<file path="config.mk">
export PLATFORM = sky130hd
export DESIGN_NAME = sample_serializer_flat
export DESIGN_NICKNAME = d
export VERILOG_FILES = /design/src/rtl/sample_serializer_pkg.sv /design/src/rtl/sample_serializer_if.sv /design/src/rtl/sample_serializer_fifo.sv /design/src/rtl/sample_serializer.sv /design/src/flat_wrapper.sv
export SDC_FILE = /design/constraint.sdc
export NUM_CORES = 1
export LEC_CHECK = 0
export ABC_AREA = 1
export ABC_CLOCK_PERIOD_IN_PS = 1000
export CORE_ASPECT_RATIO = 0.5
export CORE_MARGIN = 1
export CORE_UTILIZATION = 40
export CTS_BUF_LIST = sky130_fd_sc_hd__clkbuf_8
export CTS_CLUSTER_DIAMETER = 100
export DETAILED_ROUTE_END_ITERATION = 10
export SYNTH_ARGS = -nofsm -noshare
export SYNTH_HDL_FRONTEND = slang
export SYNTH_HIERARCHICAL = 1
export SYNTH_SLANG_ARGS = --single-unit
</file>
<file path="constraint.sdc">
create_clock -name clk -period 1 [get_ports clk]
set_input_delay 0.2 -clock clk [delete_from_list [all_inputs] [get_ports clk]]
set_output_delay 0.2 -clock clk [all_outputs]
set_load 0.005 [all_outputs]
</file>
<file path="src/rtl/sample_serializer_pkg.sv">
// Shared constants and types for the IADC sample serializer.
package iadc_pkg;

   localparam int IADC_DATA_W = 12;

   typedef enum logic [1:0] {IDLE, SHIFT, GAP} ser_state_t;

endpackage

</file>
<file path="src/rtl/sample_serializer_if.sv">
// Sample bus from the decimator plus the 3-wire serial link and status of the serializer.
interface sample_serializer_if
   import iadc_pkg::*;
#(
   parameter int DATA_W     = IADC_DATA_W,
   parameter int FIFO_DEPTH = 4
);

   localparam int LVL_W = $clog2(FIFO_DEPTH + 1);

   logic [DATA_W-1:0] data_in;
   logic              new_data;
   logic              ovf_clr;
   logic              sclk_out;
   logic              sdata_out;
   logic              frame_out;
   logic              overflow;
   logic [LVL_W-1:0]  fifo_level;

   modport master (
      output data_in, new_data, ovf_clr,
      input  sclk_out, sdata_out, frame_out, overflow, fifo_level
   );

   modport slave (
      input  data_in, new_data, ovf_clr,
      output sclk_out, sdata_out, frame_out, overflow, fifo_level
   );

endinterface

</file>
<file path="src/rtl/sample_serializer_fifo.sv">
// Synchronous sample FIFO; a write on a full FIFO is accepted when a read frees the slot in the same cycle.
module sample_fifo #(
   parameter int DATA_W = 12,
   parameter int DEPTH  = 4,
   localparam int LVL_W = $clog2(DEPTH + 1)
) (
   input  logic              clk,
   input  logic              rst_n,
   input  logic              wr_en,
   input  logic [DATA_W-1:0] wr_data,
   input  logic              rd_en,
   output logic [DATA_W-1:0] rd_data,
   output logic              full,
   output logic              empty,
   output logic [LVL_W-1:0]  level
);

   localparam int              PTR_W    = $clog2(DEPTH);
   localparam logic [LVL_W-1:0] LVL_FULL = LVL_W'(DEPTH);

   logic [DATA_W-1:0] mem [DEPTH];
   logic [PTR_W-1:0]  wr_ptr;
   logic [PTR_W-1:0]  rd_ptr;
   logic              do_wr;
   logic              do_rd;

   assign full    = (level == LVL_FULL);
   assign empty   = (level == '0);
   assign do_rd   = rd_en && !empty;
   assign do_wr   = wr_en && (!full || do_rd);
   assign rd_data = mem[rd_ptr];

   always_ff @(posedge clk) begin
      if (do_wr) mem[wr_ptr] <= wr_data;
   end

   // DEPTH is a power of two, so the pointers wrap naturally
   always_ff @(posedge clk or negedge rst_n) begin
      if (!rst_n) begin
         wr_ptr <= '0;
         rd_ptr <= '0;
         level  <= '0;
      end else begin
         if (do_wr) wr_ptr <= wr_ptr + 1'b1;
         if (do_rd) rd_ptr <= rd_ptr + 1'b1;
         if (do_wr && !do_rd)      level <= level + 1'b1;
         else if (do_rd && !do_wr) level <= level - 1'b1;
      end
   end

endmodule

</file>
<file path="src/rtl/sample_serializer.sv">
// Buffers decimated samples and shifts them MSB-first on sclk/sdata/frame with a sticky overflow flag.
// Define PARITY_EN to append an even-parity bit after the LSB of every word.
module sample_serializer
   import iadc_pkg::*;
#(
   parameter int DATA_W     = IADC_DATA_W,
   parameter int FIFO_DEPTH = 4,
   parameter int CLK_DIV    = 4
) (
   input logic                clk,
   input logic                rst_n,
   sample_serializer_if.slave bus
);

`ifdef PARITY_EN
   localparam int NBITS = DATA_W + 1;
`else
   localparam int NBITS = DATA_W;
`endif
   localparam int LVL_W = $clog2(FIFO_DEPTH + 1);
   localparam int DIV_W = $clog2(CLK_DIV);
   localparam int BIT_W = $clog2(NBITS);

   localparam logic [DIV_W-1:0] DIV_LAST = DIV_W'(CLK_DIV - 1);
   localparam logic [DIV_W-1:0] DIV_HALF = DIV_W'(CLK_DIV / 2);
   localparam logic [DIV_W-1:0] GAP_LAST = DIV_W'(CLK_DIV - 2);
   localparam logic [BIT_W-1:0] BIT_LAST = BIT_W'(NBITS - 1);

   logic [1:0]        rst_sync;
   logic              rst_int_n;
   ser_state_t        state;
   logic [DIV_W-1:0]  div_cnt;
   logic [BIT_W-1:0]  bit_cnt;
   logic [NBITS-1:0]  shreg;
   logic [NBITS-1:0]  load_word;
   logic [DATA_W-1:0] head;
   logic              full;
   logic              empty;
   logic [LVL_W-1:0]  level;
   logic              pop;
   logic              push;
   logic              drop;
   logic              sclk_q;
   logic              sdata_q;
   logic              frame_q;
   logic              ovf_q;

   // Asynchronous assertion, release synchronised to clk
   always_ff @(posedge clk or negedge rst_n) begin
      if (!rst_n) rst_sync <= '0;
      else        rst_sync <= {rst_sync[0], 1'b1};
   end
   assign rst_int_n = rst_sync[1];

   assign pop  = (state == IDLE) && !empty;
   assign push = bus.new_data && (!full || pop);
   assign drop = bus.new_data && !push;

`ifdef PARITY_EN
   assign load_word = {head, ^head};
`else
   assign load_word = head;
`endif

   sample_fifo #(
      .DATA_W (DATA_W),
      .DEPTH  (FIFO_DEPTH)
   ) u_fifo (
      .clk     (clk),
      .rst_n   (rst_int_n),
      .wr_en   (push),
      .wr_data (bus.data_in),
      .rd_en   (pop),
      .rd_data (head),
      .full    (full),
      .empty   (empty),
      .level   (level)
   );

   // The IDLE pop cycle is one of the CLK_DIV quiet cycles, so GAP holds one fewer
   always_ff @(posedge clk or negedge rst_int_n) begin
      if (!rst_int_n) begin
         state   <= IDLE;
         div_cnt <= '0;
         bit_cnt <= '0;
         shreg   <= '0;
         sclk_q  <= 1'b0;
         sdata_q <= 1'b0;
         frame_q <= 1'b0;
         ovf_q   <= 1'b0;
      end else begin
         if (drop)             ovf_q <= 1'b1;
         else if (bus.ovf_clr) ovf_q <= 1'b0;

         case (state)
            IDLE: begin
               sclk_q  <= 1'b0;
               sdata_q <= 1'b0;
               frame_q <= 1'b0;
               if (pop) begin
                  shreg   <= load_word;
                  div_cnt <= '0;
                  bit_cnt <= '0;
                  state   <= SHIFT;
               end
            end
            SHIFT: begin
               frame_q <= 1'b1;
               sclk_q  <= (div_cnt >= DIV_HALF);
               sdata_q <= shreg[NBITS-1];
               if (div_cnt == DIV_LAST) begin
                  div_cnt <= '0;
                  shreg   <= {shreg[NBITS-2:0], 1'b0};
                  if (bit_cnt == BIT_LAST) state <= GAP;
                  else                     bit_cnt <= bit_cnt + 1'b1;
               end else begin
                  div_cnt <= div_cnt + 1'b1;
               end
            end
            GAP: begin
               sclk_q  <= 1'b0;
               sdata_q <= 1'b0;
               frame_q <= 1'b0;
               if (div_cnt == GAP_LAST) begin
                  div_cnt <= '0;
                  state   <= IDLE;
               end else begin
                  div_cnt <= div_cnt + 1'b1;
               end
            end
            default: state <= IDLE;
         endcase
      end
   end

   assign bus.sclk_out   = sclk_q;
   assign bus.sdata_out  = sdata_q;
   assign bus.frame_out  = frame_q;
   assign bus.overflow   = ovf_q;
   assign bus.fifo_level = level;

endmodule

</file>
<file path="src/flat_wrapper.sv">
// flat-port wrapper written by rule: the top's interface ports become plain ports
module sample_serializer_flat import iadc_pkg::*;
#(
   parameter int DATA_W     = IADC_DATA_W,
   parameter int FIFO_DEPTH = 4,
   parameter int CLK_DIV    = 4
)
  (clk, rst_n, bus_data_in, bus_new_data, bus_ovf_clr, bus_sclk_out, bus_sdata_out, bus_frame_out, bus_overflow, bus_fifo_level);
  sample_serializer_if #(.DATA_W(DATA_W), .FIFO_DEPTH(FIFO_DEPTH)) bus_i ();
  input logic clk;
  input logic rst_n;
  input wire logic [$bits(bus_i.data_in)-1:0] bus_data_in;
  input wire logic [$bits(bus_i.new_data)-1:0] bus_new_data;
  input wire logic [$bits(bus_i.ovf_clr)-1:0] bus_ovf_clr;
  output wire logic [$bits(bus_i.sclk_out)-1:0] bus_sclk_out;
  output wire logic [$bits(bus_i.sdata_out)-1:0] bus_sdata_out;
  output wire logic [$bits(bus_i.frame_out)-1:0] bus_frame_out;
  output wire logic [$bits(bus_i.overflow)-1:0] bus_overflow;
  output wire logic [$bits(bus_i.fifo_level)-1:0] bus_fifo_level;
  assign bus_i.data_in = bus_data_in;
  assign bus_i.new_data = bus_new_data;
  assign bus_i.ovf_clr = bus_ovf_clr;
  assign bus_sclk_out = bus_i.sclk_out;
  assign bus_sdata_out = bus_i.sdata_out;
  assign bus_frame_out = bus_i.frame_out;
  assign bus_overflow = bus_i.overflow;
  assign bus_fifo_level = bus_i.fifo_level;
  sample_serializer #(.DATA_W(DATA_W), .FIFO_DEPTH(FIFO_DEPTH), .CLK_DIV(CLK_DIV)) u_core (.clk(clk), .rst_n(rst_n), .bus(bus_i));
endmodule
</file>
==> run metrics <==
register area share after synthesis=60.6%; DR WL/cell=16.2 um; DRT Pass-1 Iters=7; crit end category=flip-flop; row cnt=24; critical path startpoint=u_core/state[0]; Final nets=514; Fill cells=637; largest net degree at the start of global routing=32; share of cells above drive strength 1=45.9%; clock root buffer=clkbuf_8; final count of hold timing violations=0; Reg-to-Reg End=u_core/u_fifo/level[2]; worst-path cell chain=inv_2, ha_4, nand2_4, a21boi_4, nand2_4, inv_4, ha_4, inv_4, fa_2, inv_1, nand2_2, nand3_1, nand2_1, nand2_1; drt total wl=9.74 mm; slack of the critical path=-0.993 ns; Leak Pwr=2.50 nW; reg2reg setup slack=-0.99 ns; starting density of the core=42.1%; Yosys warning count=6; PD cells=3570 nW/um2; crit path to=u_core/u_fifo/level[2]; Pins Over Slew Limit=0; Post-synth top cells=67 x nand2_1, 50 x nor2_1, 48 x edfxtp_1; Logic pwr share=62.1%; vias in the first global route=3140; Net Sw Power=0.00811 W; Synth top area share=38.5%; fin util=65.6%; Die H=70.4 um; mapped cell area=3740 um2; failing checks=design-rule violations, negative setup slack; CP Class=flip-flop to flip-flop; Post-synth ARST share=40.7%; net count after synthesis=392; Slowest Stage Delay on Critical Path=0.43 ns; Avg Synthesized Cell Area=10.4 um2; ANT cells=0; clock slew at reported path FFs=0.09 ns; Fin Hold WS=0.227 ns; vias post-DR=2989; Max rail drop VDD=1310 uV; R2R cell count=14; Highest Clock Rate=502 MHz; CTS tree=done; Worst path slowest cell=dfrtp_2; Worst Path Max Fanout=4; Max Root-Sink Buffers=2; synthesized flop and latch total=81; DRC=2; initial antenna violation count=0; Port Buf Inserts=22; Clock power frac=12.9%; launch instance of the worst register-to-register path=u_core/state[0]; Die Area=9770 um2; Post-synth EDFFs=48; global route overflow=0; Max H-tree Level=3; Pint=0.0127 W; Clock Sinks=81; RSZ-0062 raised after global routing=true; Unique masters post-synth=29; Worst-Skew Late Latency=0.36 ns; clk_skew=0.00815 ns; Core Box Area=8890 um2; 1st-iter DRT viols=136; post-route minimum period=1.99 ns; first-pass GRT wire length=15.4 mm; most frequent cell after synthesis=nand2_1; post-synthesis instance total=359; type of the worst min-delay path=flip-flop to async pin; status=complete, but fails checks; Layout area overhead=56.0%; Post-DP HPWL=5.15 mm; switching share of total power=38.9%; Final Cycle Share=199%; max_cap viols=0; Tot GR Track Use=20.9%; Data required, critical path=1.30 ns; Final setup violation count=86; total CTS buffers=9; Main synth FF type=edfxtp_1; vias per inst=4.96; Ports=23; worst path arrival time=2.29 ns; Post-DRT Antenna Nets=0; main area contributors after synthesis=edfxtp_1 39%, dfrtp_1 22%, nand2_1 6.7%; GPL Wtd Cong=0.749; Worst setup SP type=flip-flop; die width=139 um; power share of the sequential group=25.0%; leading area contributor after synthesis=edfxtp_1
-- layer usage --
metal,global-route usage (%),vias up,wire length [um]
li1,-,1447,-
met3,5.08,16,479
met4,10.5,0,169
met2,37.5,68,5000
met1,23.7,1458,4090
met5,0,-,0
-- metrics by stage --
step / cell area (um2) / setup slack (ns) / cells / setup TNS, ns / total power [W]
floorplan: 3840 / -1.05 / 359 / -57.77 / 0.0101
global placement: 4640 / -0.959 / 544 / -50.82 / 0.0129
detailed placement: 4640 / -1.07 / 544 / -52.88 / 0.0132
CTS: 5580 / -0.974 / 589 / -56.72 / 0.0194
global route: 5830 / -1.06 / 603 / -66.81 / 0.0221
finish: 5830 / -0.993 / 603 / -61.22 / 0.0208
-- cell usage in the layout, fill, tap and decap left out, types with 2 or more instances in the layout --
cell / synthesis / layout
buf_6: 6 / 17
or2_1: 4 / 4
or2_4: 0 / 2
buf_4: 1 / 59
or2_2: 7 / 5
clkdlybuf4s50_1: 0 / 16
o21ai_1: 31 / 32
nand3_4: 0 / 2
dfrtp_2: 0 / 3
buf_2: 1 / 4
clkbuf_8: 0 / 9
nand2_1: 67 / 38
inv_8: 0 / 2
inv_4: 1 / 4
nand2_4: 0 / 19
buf_16: 0 / 4
nor2_1: 50 / 40
o21ai_2: 12 / 19
inv_1: 26 / 15
nand4_1: 5 / 5
buf_8: 1 / 2
o21ai_0: 21 / 12
dfrtp_1: 33 / 30
nor2_4: 0 / 10
nand2_2: 2 / 12
nand3_1: 16 / 9
ha_4: 0 / 6
buf_12: 0 / 13
ha_1: 16 / 10
nand3_2: 0 / 5
edfxtp_1: 48 / 48
inv_2: 2 / 9
bufinv_16: 0 / 2
clkbuf_16: 0 / 4
-- worst max-delay path, delay by kind of cell (launching register included) --
kind	cells	cell delay, ns
AOI/OAI and AO/OA	1	0.20
DFF	1	0.43
buffers and inverters	4	0.28
and+or+nand+nor	6	0.39
adders and majority gates	3	0.62
-- kinds of logic after synthesis --
logic type                 share of synthesized area, %
other                                             0.100
AOI/OAI and AO/OA                                  10.1
DFF                                                60.6
and+or+nand+nor                                    17.0
adders and majority gates                          5.89
buffers and inverters                              5.82
xor gates and xnor gates                          0.468
-- final cells by class --
| type | count | area, um2 | area share [%] |
|---|---|---|---|
| flip-flops and latches | 81 | 2270 | 38.9 |
| multi-input cells | 238 | 1700 | 29.2 |
| repair buffers | 122 | 1360 | 23.4 |
| well taps | 117 | 146 | 2.51 |
| inverters | 29 | 126 | 2.17 |
| clock buffers | 9 | 124 | 2.12 |
| clock inverters | 7 | 101 | 1.74 |
-- flip-flops by register name, summed over array words and instances, names as in the netlist --
name,count
u_core/u_fifo/mem,48
u_core/div_cnt,2
u_core/bus.sdata_out,1
u_core/rst_sync,2
u_core/state,2
u_core/u_fifo/wr_ptr,2
u_core/bus.sclk_out,1
u_core/bus.frame_out,1
u_core/u_fifo/rd_ptr,2
u_core/bit_cnt,4
u_core/u_fifo/level,3
u_core/bus.overflow,1
u_core/shreg,12
-- what timing repair did --
action                     CTS  global route
hold endpoints to repair     2             0
resized for setup          112            41
pin swaps                   18            24
setup endpoints to repair   86            86
setup buffers               25            15
hold buffers                 1             0
cloned                       8             1
-- worst min-delay path by stage --
stage                  startpoint                  to  cells after the start
6_report       u_core/rst_sync[1]   u_core/bit_cnt[1]                      1
5_1_grt        u_core/rst_sync[1]   u_core/bit_cnt[1]                      1
4_1_cts        u_core/rst_sync[1]   u_core/bit_cnt[1]                      1
3_5_place_dp   u_core/rst_sync[1]   u_core/bit_cnt[1]                      1
3_3_place_gp   u_core/rst_sync[1]   u_core/bit_cnt[0]                      1
2_1_floorplan               rst_n  u_core/rst_sync[0]                      0
-- power groups by stage --
| stage | clock [W] | combinational (W) | sequential (W) |
|---|---|---|---|
| CTS | 0.00275 | 0.0115 | 0.00513 |
| global placement | 0 | 0.00788 | 0.00504 |
| floorplan | 0 | 0.00498 | 0.00510 |
| finish | 0.00270 | 0.0129 | 0.00521 |
| detailed placement | 0 | 0.00814 | 0.00508 |
| global route | 0.00287 | 0.0139 | 0.00530 |
Power figures use the tool's default switching activity.
==> variant 1 (same settings) <==
Build with the macro `PARITY_EN` defined.
--- a/src/rtl/sample_serializer.sv
+++ b/src/rtl/sample_serializer.sv
@@ -1,5 +1,7 @@
 // Buffers decimated samples and shifts them MSB-first on sclk/sdata/frame with a sticky overflow flag.
 // Define PARITY_EN to append an even-parity bit after the LSB of every word.
+`define PARITY_EN
+
 module sample_serializer
    import iadc_pkg::*;
 #(
Behaviour: same outputs for any inputs over 10 cycles, from zero or initial values and one cycle with rst_n low; that may be too few to reach the edited logic, so the function may still have changed.
==> variant 1 against the unedited design <==
The flow finishes with violations (negative setup slack). Synthesized cell count up 10%. Power down 1.8%. Area after synthesis up 8.0%. Non-clock buffer count up 1. Routed wire length down 12%. Sequential share of layout area up 0.64 points. Die area up 7.9%. Final area down 0.58%. Sequential cell count up 1. Setup slack worse by 73 ps. Largest cell class unchanged. Largest power group unchanged.
==> variant 1: results (changes against the unedited design) <==
Crit Path Max Fanout = 3 (-1)
Compound-gate portion of the synthesized area = 0.120 (+0.0194)
Die width = 144 um (+3.9%)
GP Congestion = 0.769 (+2.7%)
Worst Path Arrival = 2310 ps (+20 ps)
Multi-input comb cells = 262 (+10%)
Wire per inst = 13.1 um (-19%)
Top cells by area, synth = edfxtp_1 (36%), dfrtp_1 (21%), nand2_1 (7.9%)
Post-DP HPWL = 5570 um (+8.0%)
Cells after Synth = 395 (+10%)
Total of fill cells in the finished design = 820 (+29%)
Placed Area = 5000 sq um (+7.8%)
Crit path largest cell delay = 390 ps (-40 ps)
Largest net degree at the start of global routing = 33 (+3.1%)
Worst Slack Setup Final = -1070 ps (-73.1 ps)
Crit path launch = u_core/state[1]$_DFFE_PN0P_
Slowest cell on the critical path = dfrtp_1
Status = complete, but fails checks
Setup slack, reg-to-reg = -1070 ps (-70 ps)
Met3 GRT Util = 0.0472 (-0.00351)
Met3 wire length = 222 um (-54%)
Final setup viols = 87 (+1.2%)
Inverters = 40 (+38%)
Non-Clock Buffer Area Fraction = 0.200 (-0.0336)
Clock Skews = 7.54 ps (-0.603 ps)
Synth cell count leaders = nand2_1 (85), nor2_1 (55), edfxtp_1 (48)
Violations in the final reports = negative setup slack
Sequential cell area share = 0.396 (+0.00637)
Lkg Pwr = 0.00245 uW (-2.0%)
[variant 1: how the worst min path moves through the flow]
| stage | from | slack (ps) | end |
|---|---|---|---|
| after floorplan | rst_n | -100 | u_core/rst_sync[0]$_DFF_PN0_ |
| after global placement | u_core/rst_sync[1]$_DFF_PN0_ | 220 | u_core/bus.frame_out$_DFFE_PN0P_ |
| after detailed placement | u_core/rst_sync[1]$_DFF_PN0_ | 230 | u_core/bus.frame_out$_DFFE_PN0P_ |
| after CTS | u_core/rst_sync[1]$_DFF_PN0_ | 230 | u_core/bus.frame_out$_DFFE_PN0P_ |
| after global routing | u_core/rst_sync[1]$_DFF_PN0_ | 250 | u_core/bus.sdata_out$_DFFE_PN0P_ |
| final | u_core/rst_sync[1]$_DFF_PN0_ | 220 | u_core/bus.frame_out$_DFFE_PN0P_ |
[variant 1: report_power, final]
part | internal [uW] | switching (uW)
clock | 1150 | 1220
sequential | 4680 | 575
combinational | 6410 | 6440
total | 12200 | 8240
==> variant 2 (config.mk and constraints unchanged) <==
Made on the original files. One comparison of `bit_cnt` changes from == to >=.
--- a/src/rtl/sample_serializer.sv
+++ b/src/rtl/sample_serializer.sv
@@ -111,7 +111,7 @@
                if (div_cnt == DIV_LAST) begin
                   div_cnt <= '0;
                   shreg   <= {shreg[NBITS-2:0], 1'b0};
-                  if (bit_cnt == BIT_LAST) state <= GAP;
+                  if (bit_cnt >= BIT_LAST) state <= GAP;
                   else                     bit_cnt <= bit_cnt + 1'b1;
                end else begin
                   div_cnt <= div_cnt + 1'b1;
Function: same outputs for any inputs over 10 cycles, from zero or initial values and one cycle with rst_n low; that may be too few to reach the edited logic, so the function may still have changed.
==> variant 2 against the unedited design <==
The flow finishes with violations (negative setup slack). Count of clock-buffer cells in the layout unchanged. Routed wire length down 9.9%. Setup slack worse by 53 ps. Via count down 1.4%. Clock power down 3%. Final area down 6.1%. Sequential cell count unchanged. Power down 15%. Hold slack worse by 120 ps. Area after synthesis up 1.8%. Critical path depth down 2. Critical path type unchanged. Highest routed layer unchanged.
==> variant 2: results (changes against the unedited design) <==
Status = complete, but fails checks
Violations in the final reports = negative setup slack
Largest registers = u_core/u_fifo/mem x48, u_core/shreg x12, u_core/bit_cnt x4
DR pass1 iterations = 4 (-3)
Met2 Usage GRT = 0.340 (-0.0349)
Cells after Synth = 379 (+5.6%)
Post-Syn Nets = 411 (+4.8%)
Total of fill cells in the finished design = 696 (+9.3%)
Share of layout cells above drive strength 1 = 0.363 (-0.0959)
Worst Slack Setup Final = -1050 ps (-53.0 ps)
Area of the mapped netlist = 3810 sq um (+1.8%)
Inst Count DP = 558 (+2.6%)
Synth cell count leaders = nand2_1 (89), nor2_1 (54), edfxtp_1 (48)
GRT Total Usage = 0.188 (-0.0211)
Worst Hold Class = flip-flop to asynchronous set/reset pin
Clock Skews = 8.01 ps (-0.138 ps)
Non-Clock Buffer Count = 113 (-7.4%)
Adder-cell share of the synthesized area = 0.0545 (-0.00433)
Wire per inst = 14.3 um (-11%)
Largest net degree at the start of global routing = 27 (-16%)
Final setup viols = 86 (unchanged)
GP Congestion = 0.750 (+0.24%)
Multi-input gate area = 1470 sq um (-14%)
Max Buffers Root-to-Sink = 2 (unchanged)
Register Area = 2270 sq um (-0.11%)
Unique masters post-synth = 28 (-3.4%)
Drt total wl = 8780 um (-9.9%)
Compound-gate portion of the synthesized area = 0.0864 (-0.0146)
Maximum vdd drop = 1.43 mV (+9.2%)
Non-Clock Buffer Area Fraction = 0.218 (-0.0154)
Multi-input comb cells = 243 (+2.1%)
Wire length on met1 = 3680 um (-10%)
Lkg Pwr = 0.00242 uW (-3.3%)
Synth Area in XOR/XNOR = 0.00230 (-0.00238)
PortBufs = 22 (unchanged)
Met3 GRT Util = 0.0508 (about the same)
Global-route wire length before repair = 14000 um (-9.0%)
Met3 wire length = 362 um (-24%)
Via Count = 2948 (-1.4%)
# nets final = 523 (+1.8%)
Met2 wire length = 4580 um (-8.4%)
Placed Area = 4600 sq um (-0.89%)
Area grow syn2layout = 43.8%
Crit Path Max Fanout = 3 (-1)
Post-DP HPWL = 4840 um (-6.1%)
Initial DRC Count = 135 (-0.74%)
Post-synth EDFFs = 48 (unchanged)
Post-cts sizing count = 63 (-44%)
Clk tree area frac = 0.0400 (+0.00138)
Slowest cell on the critical path = fa_2
Top cells by area, synth = edfxtp_1 (38%), dfrtp_1 (22%), nand2_1 (8.8%)
Inverters = 43 (+48%)
Vias in the first global route = 2981 (-5.1%)
Max reg flops = 48 (unchanged)
Post-CTS Setup Bufs = 26 (+4.0%)
Met1 Use GR = 0.220 (-0.0162)
Seq/Total Area, Yosys = 0.595 (-0.0108)
variant 2: critical path: cells and delay by family (launching register included):
kind	cells	cell delay [ps]
AND/OR/NAND/NOR	4	370
flip-flops	1	410
adder cells (fa/ha/maj)	3	740
buffers and inverters	5	410
variant 2: power breakdown:
part	switching [uW]	total [uW]	internal, uW
Sequential	435	4960	4530
Combinational	4950	10000	5100
Clock	1210	2620	1410
Total	6590	17600	11000
variant 2: logic make-up (layout without fill, tap and decap cells):
| kind of cell | count (synthesis) | in the layout |
|---|---|---|
| flops | 81 | 81 |
| other cells | 1 | 1 |
| xor+xnor | 1 | 1 |
| simple gates | 166 | 166 |
| buf+inv | 55 | 172 |
| compound gates | 59 | 59 |
| fa+ha+maj | 16 | 16 |
variant 2: final timing paths:
path | startpoint | end | slack (ps) | cells after the start
worst max register to register | u_core/state[1]$_DFFE_PN0P_ | u_core/u_fifo/level[1]$_DFFE_PN0P_ | -1050 | 12
max in group asynchronous | rst_n | u_core/rst_sync[1]$_DFF_PN0_ | 330 | 2
worst max-delay path | u_core/state[1]$_DFFE_PN0P_ | u_core/u_fifo/level[1]$_DFFE_PN0P_ | -1050 | 12
worst min register to register | u_core/rst_sync[1]$_DFF_PN0_ | u_core/div_cnt[0]$_DFFE_PN0P_ | 110 | 0
worst min-delay path | u_core/rst_sync[1]$_DFF_PN0_ | u_core/div_cnt[0]$_DFFE_PN0P_ | 110 | 0
min in group clk | u_core/rst_sync[0]$_DFF_PN0_ | u_core/rst_sync[1]$_DFF_PN0_ | 360 | 0
variant 2: per-stage QoR:
step	util	TNS, ps
global route	0.610	-69000
global placement	0.513	-51940
finish	0.610	-63970
detailed placement	0.513	-56280
CTS	0.591	-58450
floorplan	-	-54350
